$ cat src/rtl/dbiu_rr_arbiter.sv
// dbiu_rr_arbiter: round-robin merge of per-CPU data-bus ports
// onto one downstream port, one transaction in flight, with watchdog.
module dbiu_rr_arbiter #(
  parameter int N_CPU     = 4,
  parameter int DBUS_AW   = 32,
  parameter int DBUS_DW   = 32,
  parameter int DBUS_ISEL = 4,
  parameter int TIMEOUT   = 1024
) (
  input  logic                         clk,
  input  logic                         resetn,
  input  logic [N_CPU-1:0]             req_m2dbiu,
  input  logic [N_CPU*DBUS_AW-1:0]     adr_m2dbiu_flat,
  input  logic [N_CPU*DBUS_DW-1:0]     dat_m2dbiu_flat,
  input  logic [N_CPU-1:0]             we_m2dbiu,
  input  logic [N_CPU*DBUS_ISEL-1:0]   sel_m2dbiu_flat,
  output logic [N_CPU*DBUS_DW-1:0]     dat_dbiu2m_flat,
  output logic [N_CPU-1:0]             ack_dbiu2m,
  output logic                         req_o,
  output logic [DBUS_AW-1:0]           adr_o,
  output logic [DBUS_DW-1:0]           dat_o,
  output logic                         we_o,
  output logic [DBUS_ISEL-1:0]         sel_o,
  input  logic [DBUS_DW-1:0]           dat_i,
  input  logic                         ack_i,
  output logic [$clog2(N_CPU)-1:0]     grant_id_o,
  output logic                         timeout_o
);

  localparam int GW = $clog2(N_CPU);
  localparam int WW = (TIMEOUT > 2) ? $clog2(TIMEOUT) : 1;
  localparam logic [WW-1:0] WD_MAX = WW'(TIMEOUT - 1);
  localparam logic [GW-1:0] LAST_RST = GW'(N_CPU - 1);

  typedef enum logic [1:0] {
    IDLE = 2'd0,
    BUSY = 2'd1,
    RESP = 2'd2
  } state_e;

  state_e                     state_q, state_d;
  logic [GW-1:0]              grant_q, grant_d;
  logic [GW-1:0]              last_q, last_d;
  logic [WW-1:0]              wd_q, wd_d;
  logic                       req_q, req_d;
  logic [DBUS_AW-1:0]         adr_q, adr_d;
  logic [DBUS_DW-1:0]         dat_q, dat_d;
  logic                       we_q, we_d;
  logic [DBUS_ISEL-1:0]       sel_q, sel_d;
  logic [N_CPU*DBUS_DW-1:0]   rdata_q, rdata_d;
  logic [N_CPU-1:0]           ack_q, ack_d;
  logic                       tmo_q, tmo_d;

  logic [GW-1:0]              win;
  logic                       found;

  // Round-robin pick: first requester after the last grant, wrapping.
  always_comb begin
    win   = last_q;
    found = 1'b0;
    for (int k = 1; k <= N_CPU; k++) begin
      if (!found && req_m2dbiu[(int'(last_q) + k) % N_CPU]) begin
        win   = GW'((int'(last_q) + k) % N_CPU);
        found = 1'b1;
      end
    end
  end

  // Next-state and registered-output logic of the transaction FSM.
  always_comb begin
    state_d = state_q;
    grant_d = grant_q;
    last_d  = last_q;
    wd_d    = wd_q;
    req_d   = req_q;
    adr_d   = adr_q;
    dat_d   = dat_q;
    we_d    = we_q;
    sel_d   = sel_q;
    rdata_d = rdata_q;
    ack_d   = '0;
    tmo_d   = tmo_q;
    unique case (state_q)
      IDLE: begin
        if (found) begin
          grant_d = win;
          last_d  = win;
          adr_d   = adr_m2dbiu_flat[win*DBUS_AW +: DBUS_AW];
          dat_d   = dat_m2dbiu_flat[win*DBUS_DW +: DBUS_DW];
          we_d    = we_m2dbiu[win];
          sel_d   = sel_m2dbiu_flat[win*DBUS_ISEL +: DBUS_ISEL];
          req_d   = 1'b1;
          wd_d    = '0;
          state_d = BUSY;
        end
      end
      BUSY: begin
        if (ack_i) begin
          rdata_d[grant_q*DBUS_DW +: DBUS_DW] = dat_i;
          req_d          = 1'b0;
          ack_d[grant_q] = 1'b1;
          state_d        = RESP;
        end else if (wd_q == WD_MAX) begin
          rdata_d[grant_q*DBUS_DW +: DBUS_DW] = '1;
          req_d          = 1'b0;
          ack_d[grant_q] = 1'b1;
          tmo_d          = 1'b1;
          state_d        = RESP;
        end else begin
          wd_d = wd_q + 1'b1;
        end
      end
      RESP: begin
        state_d = IDLE;
      end
      default: begin
        state_d = IDLE;
      end
    endcase
  end

  // State and output registers, cleared asynchronously.
  always_ff @(posedge clk or negedge resetn) begin
    if (!resetn) begin
      state_q <= IDLE;
      grant_q <= '0;
      last_q  <= LAST_RST;
      wd_q    <= '0;
      req_q   <= 1'b0;
      adr_q   <= '0;
      dat_q   <= '0;
      we_q    <= 1'b0;
      sel_q   <= '0;
      rdata_q <= '0;
      ack_q   <= '0;
      tmo_q   <= 1'b0;
    end else begin
      state_q <= state_d;
      grant_q <= grant_d;
      last_q  <= last_d;
      wd_q    <= wd_d;
      req_q   <= req_d;
      adr_q   <= adr_d;
      dat_q   <= dat_d;
      we_q    <= we_d;
      sel_q   <= sel_d;
      rdata_q <= rdata_d;
      ack_q   <= ack_d;
      tmo_q   <= tmo_d;
    end
  end

  assign req_o           = req_q;
  assign adr_o           = adr_q;
  assign dat_o           = dat_q;
  assign we_o            = we_q;
  assign sel_o           = sel_q;
  assign dat_dbiu2m_flat = rdata_q;
  assign ack_dbiu2m      = ack_q;
  assign grant_id_o      = grant_q;
  assign timeout_o       = tmo_q;

endmodule
$ cat config.mk
export PLATFORM = sky130hd
export DESIGN_NAME = dbiu_rr_arbiter
export DESIGN_NICKNAME = d
export VERILOG_FILES = /design/src/rtl/dbiu_rr_arbiter.sv
export SDC_FILE = /design/constraint.sdc
export NUM_CORES = 1
export LEC_CHECK = 0
export ABC_AREA = 1
export CAP_MARGIN = 20
export CORE_AREA = 2 2 202 204
export CTS_BUF_LIST = sky130_fd_sc_hd__clkbuf_2 sky130_fd_sc_hd__clkbuf_4 sky130_fd_sc_hd__clkbuf_8
export DETAILED_ROUTE_END_ITERATION = 8
export DIE_AREA = 0 0 204 206
export GPL_TIMING_DRIVEN = 0
export MAX_ROUTING_LAYER = met4
export PLACE_DENSITY = 0.68
export SLEW_MARGIN = 15
export SYNTH_ARGS = -nofsm -noshare
export SYNTH_HDL_FRONTEND = slang
export SYNTH_SLANG_ARGS = --single-unit
$ cat constraint.sdc
create_clock -name clk -period 3.8 [get_ports clk]
set_input_delay 0.38 -clock clk [delete_from_list [all_inputs] [get_ports clk]]
set_output_delay 0.38 -clock clk [all_outputs]
set_load 0.005 [all_outputs]
# ---- Word-level counts from Yosys, hierarchy flattened
# Index checks and enable logic that the tools add are counted.
dict set report totals {
  register_bits 219
  in_bits 315
  output_inout_bits 205
  elab_cells 105
}
dict set report op_classes {
  add_sub_neg 6
  order_cmp 7
  eq_ne 6
  shift 6
  mux 43
  n_bitwise 5
  n_reduce_logical 20
}
# cell count
set ops {}
lappend ops {{$bwmux 128} 2}
lappend ops {{$mux 128} 2}
lappend ops {{$shiftx 128x8->32} 2}
lappend ops {{$shift 32x34->128 const A} 1}
lappend ops {{$shiftx 32x34->128} 1}
lappend ops {{$shiftx 32x34->128 const A} 1}
lappend ops {{$neg 7->34} 1}
lappend ops {{$mux 10} 3}
lappend ops {{$pmux 10 s2} 1}
lappend ops {{$mux 1} 17}
lappend ops {{$lt 3x4->1 const B} 4}
lappend ops {{$shiftx 16x5->4} 1}
lappend ops {{$mux 2} 7}
lappend ops {{$mux 4} 3}
lappend ops {{$add 10x1->10 const B} 1}
lappend ops {{$bmux 1 s2} 5}
lappend ops {{$eq 10x10->1 const B} 1}
lappend ops {{$reduce_or 2->1} 4}
lappend ops {{$lt 2x3->1 const B} 2}
lappend ops {{$ne 2x2->1 const B} 3}
lappend ops {{$reduce_and 2->1} 3}
lappend ops {{$reduce_and 3->1} 2}
lappend ops {{$add 2x1->2 const B} 2}
lappend ops {{$add 2x2->2 const B} 2}
lappend ops {{other kinds (13)} 22}

# ---- Depth between registers and ports, before layout
# Gate-level depths: netlist of run 1.
dict set report depth {
  word_depth 18
  mapped_depth 16
  mapped_depth_nobuf 13
}

# ---- Worst setup path before layout of run 1
# Ideal clock, no wire load.
dict set report synth_timing {
  path_kind {register to register}
  start {register grant_q[0] (netlist: grant_id_o[0])}
  end {register rdata_q[107] (netlist: dat_dbiu2m_flat[107])}
  setup_time_ns 0.083
  arrival_time_ns 2.553
  t_required_ns 3.717
  slack_ns 1.164
  path_stages_with_launch 11
  path_buffers 3
  synth_period_minus_slack_ns 2.636
  cell_sequence {dfrtp_1 clkbuf_1 clkbuf_1 inv_1 ha_1 inv_1 nand2_1 nor2_1 clkbuf_1 a31oi_1 o21ai_0}
}
dict set report synth_via {
  elab_chain_len 5
  elab_cells_between_ends 8
  classes_between {1 x add/sub; 3 x shift; 4 x mux}
}
# item line
set synth_lines {}
lappend synth_lines {{from (decl)} 42} ;# logic [GW-1:0] grant_q, grant_d;
lappend synth_lines {{from (signal assigned)} 139} ;# grant_q <= grant_d;
lappend synth_lines {{$neg 7->34 (*)} {99, 104}}
lappend synth_lines {{$shiftx 32x34->128 or $shift 32x34->128 (tied branches)} {104, 99}}
lappend synth_lines {{$bwmux 128} 104} ;# rdata_d[grant_q*DBUS_DW +: DBUS_DW] = '1;
lappend synth_lines {{$mux 128} 103} ;# end else if (wd_q == WD_MAX) begin
lappend synth_lines {{$mux 128 (*)} 98} ;# if (ack_i) begin
lappend synth_lines {{to (signal assigned)} 147} ;# rdata_q <= rdata_d;
lappend synth_lines {{to (decl)} 50} ;# logic [N_CPU*DBUS_DW-1:0] rdata_q, rdata_d;
# Every way passes the cells marked *; elsewhere a longest branch is shown, timed or not. The select of a mux whose other input is x is not followed.
# A chain may end at the register's enable or synchronous reset.

# ---- Worst setup path in the final report of run 1
dict set report layout_timing {
  start {register grant_q[0] (netlist: grant_id_o[0])}
  end {register rdata_q[30] (netlist: dat_dbiu2m_flat[30])}
}
# The elaborated chain is that of the path after synthesis.

==> results of run 1 <==
[per-stage QoR]
stage / instances / power, mW / instance area, um^2
2_1_floorplan: 1957 / 10.6 / 13400
3_3_place_gp: 3008 / 15.3 / 19300
3_5_place_dp: 3010 / 15.4 / 19400
4_1_cts: 3084 / 18.0 / 20300
5_1_grt: 3087 / 19.5 / 20300
6_report: 3088 / 18.1 / 20300
[final timing paths]
path | endpoint | start | cells past startpoint | slack, ps
hold reg to reg | adr_o[22]$_DFFE_PN0P_ | adr_o[22]$_DFFE_PN0P_ | 2 | 480
min in group clk | adr_o[22]$_DFFE_PN0P_ | adr_o[22]$_DFFE_PN0P_ | 2 | 480
setup / recovery | dat_dbiu2m_flat[30]$_DFFE_PN0P_ | grant_id_o[0]$_DFFE_PN0P_ | 10 | 420
setup reg to reg | dat_dbiu2m_flat[30]$_DFFE_PN0P_ | grant_id_o[0]$_DFFE_PN0P_ | 10 | 420
max in group asynchronous | last_q[1]$_DFFE_PN1P_ | resetn | 4 | 2260
hold / removal | dat_dbiu2m_flat[49]$_DFFE_PN0P_ | resetn | 2 | 330
[kinds of logic (layout without fill, tap and decap cells)]
| logic type | Yosys count | count (layout) | synth area share |
|---|---|---|---|
| simple gates | 1094 | 1094 | 0.353 |
| buf+inv | 354 | 949 | 0.119 |
| compound gates | 275 | 275 | 0.108 |
| flops | 219 | 219 | 0.408 |
| fa+ha+maj | 9 | 9 | 0.00838 |
| xor+xnor | 6 | 6 | 0.00391 |
| other cells | 0 | 4 | 0 |
[power by group through the flow]
stage	combinational, mW	sequential, mW	clock (mW)
after global routing	12.9	3.91	2.67
after global placement	11.5	3.82	0
after detailed placement	11.6	3.82	0
after floorplan	6.82	3.78	0
after CTS	11.6	3.82	2.57
final	11.7	3.82	2.51
[layout make-up]
type                            count  area (um^2)  share of cell area
Tap cell                          532          666              0.0328
Sequential cell                   219         5480               0.270
Clock buffer                       64          800              0.0394
Multi-Input combinational cell   1384         6370               0.314
Timing Repair Buffer              522         5270               0.260
Buffer                            162          871              0.0430
Antenna cell                        4         10.0            0.000494
Clock inverter                      9         81.3             0.00401
Inverter                          192          726              0.0358
[flip-flops by register name, indices dropped and copies added, names as in the netlist]
name and count:
req_o 1, ack_dbiu2m 4, sel_o 4, last_q 2, we_o 1, state_q 2, wd_q 10, dat_dbiu2m_flat 128
grant_id_o 2, dat_o 32, adr_o 32, timeout_o 1
[per-layer routing]
metal	up-vias	GRT usage
met2	724	0.478
met3	117	0.0768
li1	7509	-
met1	7485	0.354
met4	0	0.102
met5	-	-
[cell usage in the layout, fill, tap and decap left out, types with 14 or more instances in the layout]
cell type / instances
nand2_1: 603
clkdlybuf4s50_1: 518
nand3_1: 436
dfrtp_1: 217
inv_1: 184
o21ai_0: 115
a21oi_1: 84
clkbuf_1: 71
buf_2: 51
clkbuf_8: 51
a31oi_1: 41
o21ai_1: 30
nor2_1: 26
buf_4: 19
buf_6: 16
clkbuf_4: 14
[what timing repair did]
action	in CTS	in global routing
resized for setup	0	2
hold endpoints to repair	68	0
hold buffers	1	0
endpoints found under the setup margin	0	11
==> results by group, run 1 <==
Outcome
  – Run status: finished, final reports clean

Floorplan
  – Initial Util: 0.334
  – DIE AREA: 42000 um^2
  – # IOs: 520
  – Die H: 206 um
  – Site row count: 74
  – Die Wd: around 200 um
  – Core area: ~40000 um^2

CTS
  – CTS Sinks: about 220
  – CTS H-tree lvls: 2
  – Worst-Skew Late Latency: 600 ps
  – Clock buffer depth: 3
  – Setup bufs post-CTS: 0
  – CTS root buffer: clkbuf_8
  – CTS tree: done
  – Total CTS buffers: 42
  – Clk slew on worst S/H paths: 60 ps

STA
  – Hold slack: 326 ps
  – F_max: 0.296 GHz
  – Fin crit period: 3380 ps
  – RSZ-0062 raised after global routing: no
  – Final hold vios: 0
  – Least-Margin Pin Slew: 696 ps
  – Final Max Tran Viols: 0
  – Final TNS setup: 0 ps
  – Max-slew headroom: 0.532
  – Crit share post-route: 0.890
  – Setup violations, final: 0
  – Clk_skew: 29.1 ps
  – Worst setup margin: 417 ps

Worst setup path
  – CP delay by family, top: buffers and inverters
  – Critical path peak fanout: 10
  – CP bufs+invs: 4
  – Slowest-stage cell, CP: nor3_1
  – Critical path launch point type: flop
  – CP Capture Type: flop
  – Data arrival, critical path: slightly below 4000 ps
  – CP Cell Sequence: clkbuf_1 -> clkbuf_1 -> inv_1 -> ha_1 -> nor3_1 -> clkbuf_1 -> nand2_1 -> a21oi_1 -> nand2_1 -> nand2_1
  – Critical Path Max Stage Delay: 620 ps
  – Worst path required time: around 4300 ps
  – Worst Setup Path Type: reg -> reg

Placement
  – RD Place Congestion: 0.984
  – Place WS: about 350 ps
  – Port Buffers: a little over 500
  – Post-DP HPWL: 48800 um

Pwr
  – Int Pwr: about 9.3 mW
  – Logic pwr share: 0.649
  – Sw Share: 0.487
  – Clock Power Share: 0.139
  – Max VDD drop: between 300 and 400 uV
  – PwrDens: approximately 890 nW/um^2
  – Switch Pwr: ~8.8 mW
  – Leakage power: just under 10 nW
  – Seq pwr share: 0.212

GRT
  – Number of antenna violations at the first check in global routing: 3
  – Vias in the first global route: 15500
  – Largest net degree at the start of global routing: 83
  – Total grt overflow: 0
  – First-pass GRT wire length: between 90000 and 100000 um
  – GRT Total Usage: 0.294

Logic synthesis
  – EDFF count, synth: 0
  – Asr flop ratio synth: 1.00
  – Most numerous cell in the Yosys netlist: nand2_1
  – #FFs+latches synth: 219
  – Mapped cell area: 13400 um^2
  – Sequential area share after synthesis: 0.408
  – Area contributors post-synth: dfrtp_1 40%, nand2_1 17%, nand3_1 16%
  – Cell count after synthesis: 1957
  – Main synth FF type: dfrtp_1
  – Synth Warn #: 0
  – Post-synth top area cell: dfrtp_1
  – Area share of the largest cell type after synthesis: 0.404
  – Most instantiated cells after synthesis: 603 x nand2_1, 436 x nand3_1, 217 x dfrtp_1
  – Syn_nets: 2281
  – Netlist cell types: 38
  – Syn avg cell area: 6.87 um^2

Route
  – Wl on met1: 24700 um
  – Antenna viol nets, final: 0
  – Uppermost layer routed: met4
  – Routed wire length: 61300 um
  – Avg WL per Cell: 19.8 um
  – Routed vias/inst: ~5.1
  – First-pass DRT Iterations: 6
  – Met2 Routed Length: between 20000 and 30000 um
  – Initial drt markers: 1190
  – Residual DRC: 0
  – Met3 Wirelength: between 5000 and 6000 um
  – Vias: 15800

Final layout
  – Final cell utilization of the core: 0.504
  – Share of cells above drive strength 1: 0.0776
  – Area Overhead vs Synth: 50.8%
  – Net count, final: 2847
  – Fill cells: slightly above 4000

Min path
  – Worst Hold Class: in -> async

Flow run
  – MaxCap Viol Count: 0
Note: power is estimated with default switching activity, not from simulation.
==> run 2: changes to the inputs <==
SKIP_CTS_REPAIR_TIMING = 1   (was default)
==> results of run 2 <==
Same layout as run 1: the final DEF is identical, and so are final timing and power.
Among the figures that moved: wire length of the first global-routing pass 91900 um -> 91800 um
==> run 3: changes to the inputs <==
CORE_AREA = 2 2 204 206   (was 2 2 202 204)
DIE_AREA = 0 0 206 208   (was 0 0 204 206)
PLACE_DENSITY = 0.67   (was 0.68)
==> results by group, run 3 (synthesized netlist as in run 1, its figures left out) <==
Outcome
  – Run status: finished, final reports clean

Floorplan
  – Site row count: 74
  – Initial Util: 0.331
  – Die Wd: just over 200 um
  – Core area: 40600 um^2
  – Die H: 208 um
  – DIE AREA: ~43000 um^2
  – # IOs: 520

Final layout
  – Net count, final: 2848
  – Max reg flops: ~130
  – Share of cells above drive strength 1: 0.0797
  – Most frequent cells in the layout: 603 x nand2_1, 518 x clkdlybuf4s50_1, 436 x nand3_1
  – Area Overhead vs Synth: 51.8%
  – Most common cell after layout, fill and taps aside: nand2_1

CTS
  – Worst-Skew Late Latency: 590 ps
  – Total CTS buffers: 43
  – CTS Sinks: 219
  – CTS root buffer: clkbuf_8
  – Clk slew on worst S/H paths: 60 ps
  – Clock buffer depth: 3
  – CTS tree: done
  – CTS H-tree lvls: 2

GRT
  – GRT Total Usage: 0.299
  – Vias in the first global route: 15700
  – Largest net degree at the start of global routing: 100
  – Total grt overflow: 0
  – First-pass GRT wire length: 94800 um
  – Number of antenna violations at the first check in global routing: 8

Worst setup path
  – Worst path most repeated cell: clkbuf_1
  – CP Cell Sequence: clkbuf_1 -> clkbuf_1 -> inv_1 -> ha_1 -> nand2_1 -> nor2_1 -> clkbuf_1 -> a31oi_1 -> o21ai_0
  – Critical path launch point type: flop
  – Worst path required time: approximately 4300 ps
  – Data arrival, critical path: 3920 ps
  – Worst Setup Path Type: reg -> reg
  – Critical path peak fanout: 10
  – CP delay by family, top: buffers and inverters
  – Critical Path Max Stage Delay: between 500 and 600 ps
  – CP bufs+invs: 4
  – CP Capture Type: flop
  – Slowest-stage cell, CP: nor2_1

Pwr
  – Max VDD drop: 423 uV
  – Leakage power: slightly below 10 nW
  – PwrDens: around 910 nW/um^2

Route
  – Residual DRC: 0
  – Avg WL per Cell: 20.5 um
  – Antenna viol nets, final: 0
  – Routed wire length: 63500 um
  – First-pass DRT Iterations: 6
  – Vias: 16200
  – Routed vias/inst: 5.23
  – Initial drt markers: approximately 1500

Min path
  – Worst Hold Class: in -> async

STA
  – Max-slew headroom: 0.545
  – Clk_skew: between 30 and 40 ps
  – F_max: a little under 0.3 GHz
  – Final Max Tran Viols: 0
  – Setup violations, final: 0
  – Least-Margin Pin Slew: about 680 ps
  – RSZ-0062 raised after global routing: no
  – Worst setup margin: between 300 and 400 ps
  – Crit share post-route: 0.907
  – Final hold vios: 0
  – Fin crit period: 3450 ps
  – Hold slack: 303 ps

Placement
  – Port Buffers: a little over 500
  – Post-DP HPWL: ~50000 um
  – Place WS: around 280 ps
  – RD Place Congestion: 1.04

Flow run
  – MaxCap Viol Count: 0
[run 3: changes by cell type in the layout (fill, tap and decap cells not counted)]
cell	before	now
bufinv_16	1	2
clkinvlp_4	3	1
clkbuf_8	51	60
diode_2	4	8
clkbuf_4	14	10
inv_6	1	0
clkinv_2	4	6
inv_8	0	1
[run 3: layer usage]
layer  vias up  track usage  part of all wire
met5         -            -                 0
met4         0        0.110             0.039
met3       143       0.0711             0.092
met2       784        0.456              0.45
met1      7758        0.385              0.42
li1       7508            -                 -
[run 3: path summary, 6_finish.rpt]
check / cells past startpoint / slack, ps / end / startpoint
setup / recovery: 9 / 350 / dat_dbiu2m_flat[57]$_DFFE_PN0P_ / grant_id_o[0]$_DFFE_PN0P_
hold / removal: 2 / 300 / dat_dbiu2m_flat[49]$_DFFE_PN0P_ / resetn
setup reg to reg: 9 / 350 / dat_dbiu2m_flat[57]$_DFFE_PN0P_ / grant_id_o[0]$_DFFE_PN0P_
hold reg to reg: 2 / 480 / adr_o[28]$_DFFE_PN0P_ / adr_o[28]$_DFFE_PN0P_
max in group asynchronous: 3 / 2610 / dat_o[1]$_DFFE_PN0P_ / resetn
min in group clk: 2 / 480 / adr_o[28]$_DFFE_PN0P_ / adr_o[28]$_DFFE_PN0P_
[run 3: final cells by class]
type	count	area [um^2]
multi-input cells	1384	6370
fillers	3974	20200
repair buffers	522	5270
well taps	532	666
flip-flops and latches	219	5480
inverters	192	726
clock buffers	69	893
diodes	8	20.0
clock inverters	10	109
plain buffers	162	871
[run 3: through the flow]
step / cell area [um^2] / std cells / TNS (ps) / util / total power [mW]
after floorplan: 13400 / 1957 / 0 / - / 10.6
after CTS: 20400 / 3089 / 0 / 0.502 / 18.5
final: 20400 / 3098 / 0 / 0.503 / 18.7
after detailed placement: 19400 / 3010 / 0 / 0.477 / 15.7
after global placement: 19300 / 3008 / -1567510 / 0.476 / 15.5
after global routing: 20400 / 3098 / 0 / 0.503 / 20.0
[run 3: report_power, final]
group          switching [mW]  internal [mW]  total (mW)
sequential              0.604           3.25        3.85
clock                    1.14           1.63        2.77
combinational            7.44           4.61        12.0
